$ cat src/rtl/memory_island_pkg.sv
// Shared helpers for the memory island port logic.
// Holds the credit counter width function.
package memory_island_pkg;

  function automatic int unsigned cnt_width(
    input int unsigned depth
  );
    return $clog2(depth + 1);
  endfunction

endpackage

$ cat src/rtl/fifo_v3.sv
// Small synchronous FIFO with optional fall-through.
// Storage resets to zero so the read data starts at zero.
module fifo_v3 #(
  parameter bit          FALL_THROUGH = 1'b0,
  parameter int unsigned DATA_WIDTH   = 32,
  parameter int unsigned DEPTH        = 8
) (
  input  logic                  clk_i,
  input  logic                  rst_ni,
  output logic                  full_o,
  output logic                  empty_o,
  input  logic [DATA_WIDTH-1:0] data_i,
  input  logic                  push_i,
  output logic [DATA_WIDTH-1:0] data_o,
  input  logic                  pop_i
);

  localparam int unsigned PtrW =
    (DEPTH > 1) ? $clog2(DEPTH) : 1;
  localparam int unsigned UsgW = $clog2(DEPTH + 1);
  localparam logic [PtrW-1:0] LastPtr = PtrW'(DEPTH - 1);
  localparam logic [UsgW-1:0] FullUsg = UsgW'(DEPTH);

  logic [DEPTH-1:0][DATA_WIDTH-1:0] mem_q;
  logic [PtrW-1:0] rd_q;
  logic [PtrW-1:0] wr_q;
  logic [UsgW-1:0] usg_q;
  logic [UsgW-1:0] usg_d;
  logic            empty_raw;
  logic            bypass;
  logic            do_push;
  logic            do_pop;

  assign empty_raw = (usg_q == '0);
  assign full_o    = (usg_q == FullUsg);
  assign bypass    = FALL_THROUGH & empty_raw & push_i;
  assign empty_o   = empty_raw & ~bypass;
  assign data_o    = bypass ? data_i : mem_q[rd_q];

  // A bypassed word consumed in the same cycle is never stored.
  assign do_push = push_i & ~full_o & ~(bypass & pop_i);
  assign do_pop  = pop_i & ~empty_raw;

  always_comb begin
    usg_d = usg_q;
    unique case (1'b1)
      do_push & ~do_pop: usg_d = usg_q + 1'b1;
      do_pop & ~do_push: usg_d = usg_q - 1'b1;
      default:           usg_d = usg_q;
    endcase
  end

  always_ff @(posedge clk_i or negedge rst_ni) begin
    if (!rst_ni) begin
      mem_q <= '0;
      rd_q  <= '0;
      wr_q  <= '0;
      usg_q <= '0;
    end else begin
      usg_q <= usg_d;
      if (do_push) begin
        mem_q[wr_q] <= data_i;
        wr_q <= (wr_q == LastPtr) ? '0 : wr_q + 1'b1;
      end
      if (do_pop) begin
        rd_q <= (rd_q == LastPtr) ? '0 : rd_q + 1'b1;
      end
    end
  end

endmodule

$ cat src/rtl/memory_island_rsp_buffer_port.sv
// One port: credit counter, issue gating and response FIFO.
// Requests issue only while a buffer slot is free.
module memory_island_rsp_buffer_port
  import memory_island_pkg::*;
#(
  parameter int unsigned AddrWidth   = 32,
  parameter int unsigned DataWidth   = 32,
  parameter int unsigned Depth       = 4,
  parameter bit          FallThrough = 1'b0
) (
  input  logic                   clk_i,
  input  logic                   rst_ni,
  input  logic                   req_i,
  output logic                   gnt_o,
  input  logic [AddrWidth-1:0]   addr_i,
  input  logic                   we_i,
  input  logic [DataWidth-1:0]   wdata_i,
  input  logic [DataWidth/8-1:0] strb_i,
  output logic                   rsp_valid_o,
  input  logic                   rsp_ready_i,
  output logic [DataWidth-1:0]   rsp_rdata_o,
  output logic                   mem_req_o,
  input  logic                   mem_gnt_i,
  output logic [AddrWidth-1:0]   mem_addr_o,
  output logic                   mem_we_o,
  output logic [DataWidth-1:0]   mem_wdata_o,
  output logic [DataWidth/8-1:0] mem_strb_o,
  input  logic                   mem_rvalid_i,
  input  logic [DataWidth-1:0]   mem_rdata_i,
  output logic                   busy_o
);

  localparam int unsigned CntW = cnt_width(Depth);
  localparam logic [CntW-1:0] MaxCnt = CntW'(Depth);

  logic [CntW-1:0] cnt_q;
  logic [CntW-1:0] cnt_d;
  logic            inc;
  logic            dec;
  logic            push;
  logic            full;
  logic            empty;

  assign mem_req_o   = req_i & (cnt_q != MaxCnt);
  assign gnt_o       = mem_gnt_i & mem_req_o;
  assign mem_addr_o  = addr_i;
  assign mem_we_o    = we_i;
  assign mem_wdata_o = wdata_i;
  assign mem_strb_o  = strb_i;

  assign inc         = gnt_o;
  assign dec         = rsp_valid_o & rsp_ready_i;
  // Responses with no outstanding credit are dropped.
  assign push        = mem_rvalid_i & (cnt_q != '0);
  assign rsp_valid_o = ~empty;
  assign busy_o      = (cnt_q != '0);

  always_comb begin
    cnt_d = cnt_q;
    unique case (1'b1)
      inc & ~dec: cnt_d = cnt_q + 1'b1;
      dec & ~inc: cnt_d = cnt_q - 1'b1;
      default:    cnt_d = cnt_q;
    endcase
  end

  always_ff @(posedge clk_i or negedge rst_ni) begin
    if (!rst_ni) cnt_q <= '0;
    else         cnt_q <= cnt_d;
  end

  fifo_v3 #(
    .FALL_THROUGH (FallThrough),
    .DATA_WIDTH   (DataWidth),
    .DEPTH        (Depth)
  ) i_fifo (
    .clk_i   (clk_i),
    .rst_ni  (rst_ni),
    .full_o  (full),
    .empty_o (empty),
    .data_i  (mem_rdata_i),
    .push_i  (push),
    .data_o  (rsp_rdata_o),
    .pop_i   (dec)
  );

  rsp_without_credit: assert property (
    @(posedge clk_i) disable iff (!rst_ni)
    mem_rvalid_i |-> (cnt_q != '0));

  rvalid_not_full: assert property (
    @(posedge clk_i) disable iff (!rst_ni)
    mem_rvalid_i |-> !full);

  cnt_in_range: assert property (
    @(posedge clk_i) disable iff (!rst_ni)
    cnt_q <= MaxCnt);

  rsp_stable: assert property (
    @(posedge clk_i) disable iff (!rst_ni)
    (rsp_valid_o & ~rsp_ready_i) |=>
      (rsp_valid_o & $stable(rsp_rdata_o)));

endmodule

$ cat src/rtl/memory_island_rsp_buffer.sv
// Credit-limited response buffer for N memory island ports.
// Each port is an independent instance of the port block.
module memory_island_rsp_buffer
  import memory_island_pkg::*;
#(
  parameter int unsigned NumPorts    = 1,
  parameter int unsigned AddrWidth   = 32,
  parameter int unsigned DataWidth   = 32,
  parameter int unsigned Depth       = 4,
  parameter bit          FallThrough = 1'b0
) (
  input  logic                                 clk_i,
  input  logic                                 rst_ni,
  input  logic [NumPorts-1:0]                  req_i,
  output logic [NumPorts-1:0]                  gnt_o,
  input  logic [NumPorts-1:0][AddrWidth-1:0]   addr_i,
  input  logic [NumPorts-1:0]                  we_i,
  input  logic [NumPorts-1:0][DataWidth-1:0]   wdata_i,
  input  logic [NumPorts-1:0][DataWidth/8-1:0] strb_i,
  output logic [NumPorts-1:0]                  rsp_valid_o,
  input  logic [NumPorts-1:0]                  rsp_ready_i,
  output logic [NumPorts-1:0][DataWidth-1:0]   rsp_rdata_o,
  output logic [NumPorts-1:0]                  mem_req_o,
  input  logic [NumPorts-1:0]                  mem_gnt_i,
  output logic [NumPorts-1:0][AddrWidth-1:0]   mem_addr_o,
  output logic [NumPorts-1:0]                  mem_we_o,
  output logic [NumPorts-1:0][DataWidth-1:0]   mem_wdata_o,
  output logic [NumPorts-1:0][DataWidth/8-1:0] mem_strb_o,
  input  logic [NumPorts-1:0]                  mem_rvalid_i,
  input  logic [NumPorts-1:0][DataWidth-1:0]   mem_rdata_i,
  output logic [NumPorts-1:0]                  busy_o
);

  for (genvar p = 0; p < NumPorts; p++) begin : g_port
    memory_island_rsp_buffer_port #(
      .AddrWidth   (AddrWidth),
      .DataWidth   (DataWidth),
      .Depth       (Depth),
      .FallThrough (FallThrough)
    ) i_port (
      .clk_i        (clk_i),
      .rst_ni       (rst_ni),
      .req_i        (req_i[p]),
      .gnt_o        (gnt_o[p]),
      .addr_i       (addr_i[p]),
      .we_i         (we_i[p]),
      .wdata_i      (wdata_i[p]),
      .strb_i       (strb_i[p]),
      .rsp_valid_o  (rsp_valid_o[p]),
      .rsp_ready_i  (rsp_ready_i[p]),
      .rsp_rdata_o  (rsp_rdata_o[p]),
      .mem_req_o    (mem_req_o[p]),
      .mem_gnt_i    (mem_gnt_i[p]),
      .mem_addr_o   (mem_addr_o[p]),
      .mem_we_o     (mem_we_o[p]),
      .mem_wdata_o  (mem_wdata_o[p]),
      .mem_strb_o   (mem_strb_o[p]),
      .mem_rvalid_i (mem_rvalid_i[p]),
      .mem_rdata_i  (mem_rdata_i[p]),
      .busy_o       (busy_o[p])
    );
  end

endmodule
$ cat config.mk
export PLATFORM = sky130hd
export DESIGN_NAME = memory_island_rsp_buffer
export DESIGN_NICKNAME = d
export VERILOG_FILES = /design/src/rtl/memory_island_pkg.sv /design/src/rtl/fifo_v3.sv /design/src/rtl/memory_island_rsp_buffer_port.sv /design/src/rtl/memory_island_rsp_buffer.sv
export SDC_FILE = /design/constraint.sdc
export NUM_CORES = 1
export LEC_CHECK = 0
export CORE_UTILIZATION = 40
export CTS_BUF_LIST = sky130_fd_sc_hd__clkbuf_8
export CTS_CLUSTER_SIZE = 8
export DETAILED_ROUTE_END_ITERATION = 10
export PLACE_DENSITY = 0.76
export SETUP_SLACK_MARGIN = 0.2
export SYNTH_ARGS = -nofsm -noshare
export SYNTH_HDL_FRONTEND = slang
export SYNTH_SLANG_ARGS = --single-unit
$ cat constraint.sdc
create_clock -name clk_i -period 3.62 [get_ports clk_i]
set_input_delay 0.362 -clock clk_i [delete_from_list [all_inputs] [get_ports clk_i]]
set_output_delay 0.362 -clock clk_i [all_outputs]
set_load 0.02 [all_outputs]
* Yosys cells after proc, flatten, opt, wreduce, memory -nomap -nowiden
Cells that the tools add are included.
** Operators by class
- $add $sub $neg :: 6
- Order comparisons :: 3
- Eq/ne operators :: 4
- Mux-type cells :: 9
- Bitwise operators :: 16
- Reduce and logical (&&, ||, !) cells :: 5
** Operators by type and width (count)
- $bwmux 128 :: 1
- $bmux 32 s2 :: 1
- $demux 32 s2 :: 1
- $mux 32 :: 2
- $pmux 3 s2 :: 2
- $and 1x1->1 :: 10
- $add 3x1->3 const B :: 2
- $lt 2x3->1 const B :: 2
- $not 1->1 :: 6
- $sub 3x1->3 const B :: 2
- $add 2x1->2 const B :: 2
- $eq 2x2->1 const B :: 2
- $mux 2 :: 2
- $reduce_bool 2->1 :: 2
- $eq 3x3->1 const B :: 1
- $logic_not 3->1 :: 1
- $ne 3x3->1 const B :: 1
- $reduce_bool 3->1 :: 1
- $ge 2x1->1 const B :: 1
- $logic_and 1x1->1 :: 1
** Storage, ports and cells
- Flip-flop bits (word level) :: 138
- Input port bits :: 107
- Output and inout bits :: 105
- Logic and storage cells :: 51

* Depth between registers and ports, before layout
- Depth in word-level cells :: 7
- Mapped depth :: 9
- Gate-level depth less buffers :: 9

* Hierarchy
From an unflattened synthesis, not the netlist that was laid out.
** Second synthesis, totals
- Cell total of the unflattened synthesis :: 441
- Area, all modules :: 6721.4 um2
** Modules (own cells, without submodules)
- fifo_v3 :: instances 1, cells an instance 351, area an instance 5988.2 um2, sequential area each 3378.2 um2
- memory_island_rsp_buffer_port :: instances 1, cells an instance 90, area an instance 733.2 um2, sequential area each 75.1 um2

* Worst setup path before layout
OpenSTA, ideal clock, no wires.
- Path kind :: register to register
- From :: register g_port[0].i_port.i_fifo.usg_q[0]
- To :: register g_port[0].i_port.i_fifo.usg_q[2]
- Setup time :: 0.079 ns
- Arrival time :: 2.055 ns
- Data required time :: 3.541 ns
- Setup slack :: 1.486 ns
- Stages on the path, launching flop included :: 10
- Path through :: dfrtp_1 -> nor3b_4 -> nor3b_1 -> inv_1 -> ha_1 -> inv_1 -> fa_1 -> xor2_1 -> nor2_1 -> xor2_1
** Between the ends
- Longest elaborated chain between the ends :: 7
- Elaborated cells on any way between the ends :: 15
** Ends and longest elaborated chain
- from (decl) :: RTL line fifo_v3.sv:27 : logic [UsgW-1:0] usg_q;
- from (signal assigned) :: RTL line fifo_v3.sv:60 : usg_q <= usg_d;
- $logic_not 3->1 :: RTL line fifo_v3.sv:34 : assign empty_raw = (usg_q == '0);
- $not 1->1 :: RTL line fifo_v3.sv:42, memory_island_rsp_buffer_port.sv:55
- $and 1x1->1 :: RTL line memory_island_rsp_buffer_port.sv:52 : assign dec = rsp_valid_o & rsp_ready_i;
- $and 1x1->1 :: RTL line fifo_v3.sv:42 : assign do_pop = pop_i & ~empty_raw;
- $not 1->1 :: RTL line fifo_v3.sv:47 : do_push & ~do_pop: usg_d = usg_q + 1'b1;
- $and 1x1->1 :: RTL line fifo_v3.sv:47
- $pmux 3 s2 / $reduce_bool 2->1 (equally long branches)
Parallel ways exist; a longest one is shown, timed or not.
A chain may end at the register's enable or synchronous reset.

==> out/qor.csv <==
metric;value;unit
power_density;1060;nW/µm²
ant_nets;0;
ys_seq_area_share;47.9;%
yosysTopAreaCell;dfrtp_1;
diodes;0;
fp.dieH;136;µm
layout_common_cells;136 x dfrtp_1, 120 x mux2_4, 72 x clkdlybuf4s50_1, 32 x mux4_2, 22 x clkbuf_8;
crit_required;3.26;ns
fin_cells;692;
grt_pass1_wl;22900;µm
post-place-ws;1.10;ns
gr-total-overflow;0;
fin_crit_sh;80.3;%
antenna_found_initial;0;
p_leak;3.51;nW
post-route-min-period;2.91;ns
cts_tree;done;
drc_errors;0;
r2r_end;g_port[0].i_port.i_fifo.usg_q[2];
pin_count;212;
ir_worst_vdd;478;µV
grt_start_max_net_pins;103;
syn_area_per_cell;16.4;µm²
hp-class;input port to asynchronous set/reset pin;
top_layer_used;met4;
reg2reg_slack;1.26;ns
htreeDepth;4;
power;8.57;mW
die_w;136;µm
clk_pin_slew;0.08;ns
cts-root-buf;clkbuf_8;
crit_type;flop to output pin;
cp_max_fo;19;
status;complete, no violations;
die_area;18600;µm²
dp_cells;660;
routed_wl;13900;µm
grt_pass1_vias;4078;
area_delta_synth_final;12.3;%
worstReg2RegStart;g_port[0].i_port.cnt_q[2];
cts_buffer_depth;2;
drive_gt1_share;46.5;%
fin_worst_skew;0.0120;ns
io_buffers;73;
insertion_delay;0.43;ns
num_rows;48;
cts_made_buffers;17;
slew_headroom;38.0;%
setup_viol;0;
critPathArrivalTime;2.54;ns
tns;0;ns
syn_nets;556;
finalMaxSlewViolations;0;
max_cap_viol_count;0;
clock-sinks;138;
final_area;8100;µm²
setup_ws;0.714;ns
yosys_warnings;0;
yosysTopAreaCellShare;47.9;%
num_vias;3492;
num-nets-final;570;
via_per_inst;5.05;
synthTopCellsByArea;dfrtp_1 48%, mux2_4 25%, mux4_2 10%;
endpoint_kind;output pin;
postCtsSetupBuffers;0;
startpoint_type;flop;
timing.fmax;0.344;GHz
core-area;17500;µm²
place_area;7630;µm²
cts_resized;0;
final_common_cell;dfrtp_1;
finalHoldViolCount;0;
wl_per_cell;20.0;µm
cts_hold_buf;0;
wl_met1;6250;µm
wl_met2;6490;µm
grt_use_total;16.4;%
gp_congestion;0.703;
start_util;41.3;%
rsz0062_at_grt;no;
drt_iter0_markers;169;
tightest_slew;0.929;ns
synth_area;7210;µm²
wl_met3;740;µm
syn-instance-count;440;
ys_seq_elements;138;
r2r_cells;9;
hpwl;8990;µm
dr.pass1.iters;4;
synth.distinct_cells;22;
==> sequential cells by signal (all words and copies together) (netlist names) <==
name	flops
g_port.i_port.cnt_q	3
g_port.i_port.i_fifo.usg_q	3
g_port.i_port.i_fifo.wr_q	2
g_port.i_port.i_fifo.mem_q	128
g_port.i_port.i_fifo.rd_q	2
==> worst max-delay path: stages (launching register included) <==
cell             delay, ns
dfrtp_2               0.74
buf_12                0.28
mux4_2                0.53
clkdlybuf4s50_1       0.55
==> layer usage <==
metal  up-vias  global-route usage, %
met5         -                      0
met4         0                   5.86
met3        59                   5.18
met2        97                   25.5
met1      1818                   21.4
li1       1518                      -
==> kinds of logic after synthesis <==
family                   after synthesis  synth area share (%)
multiplexers                         166                  37.1
AND/OR/NAND/NOR                       19                  2.20
buffers and inverters                101                  10.2
AO/OA/AOI/OAI                          1                0.0868
XOR/XNOR                               6                 0.729
adder cells (fa/ha/maj)                9                  1.77
flip-flops                           138                  47.9
==> Yosys cell counts (all sizes together) <==
cell	number
dfrtp	138
mux2	132
buf	85
mux4	32
inv	12
ha	7
nand2	6
nor3	5
clkbuf	4
nor2	4
xor2	4
fa	2
mux2i	2
nor3b	2
xnor2	2
a31oi	1
and2	1
or3	1
==> report_power, final <==
group / switching [mW] / internal, mW
combinational: 1.56 / 2.61
clock: 0.589 / 0.844
sequential: 0.622 / 2.35
total: 2.77 / 5.80
==> stage by stage <==
stage               util (%)  hold slack (ns)
floorplan                  -           0.0664
global placement        43.7            0.475
detailed placement      43.7            0.492
CTS                     46.3           0.0615
global route            46.3           0.0895
finish                  46.3           0.0183
==> area by class of cell <==
class | count | area (µm²)
clock buffer | 22 | 303
clock inverter | 10 | 161
fill | 1445 | 9380
inverter | 12 | 45.0
multi-input combinational | 201 | 3020
sequential | 138 | 3460
tap | 225 | 282
timing repair buffer | 84 | 827
==> worst max path at each step <==
| stage | slack [ns] | startpoint | endpoint |
|---|---|---|---|
| detailed placement | 1.10 | g_port[0].i_port.i_fifo.rd_q[0] | rsp_rdata_o[15] |
| global placement | 1.12 | g_port[0].i_port.i_fifo.rd_q[0] | rsp_rdata_o[21] |
| floorplan | 1.49 | g_port[0].i_port.i_fifo.usg_q[0] | g_port[0].i_port.i_fifo.usg_q[2] |
| CTS | 0.61 | g_port[0].i_port.i_fifo.rd_q[0] | rsp_rdata_o[15] |
| finish | 0.71 | g_port[0].i_port.i_fifo.rd_q[0] | rsp_rdata_o[11] |
| global route | 0.53 | g_port[0].i_port.i_fifo.rd_q[0] | rsp_rdata_o[5] |
No activity file was read; power rests on OpenSTA's default activity.
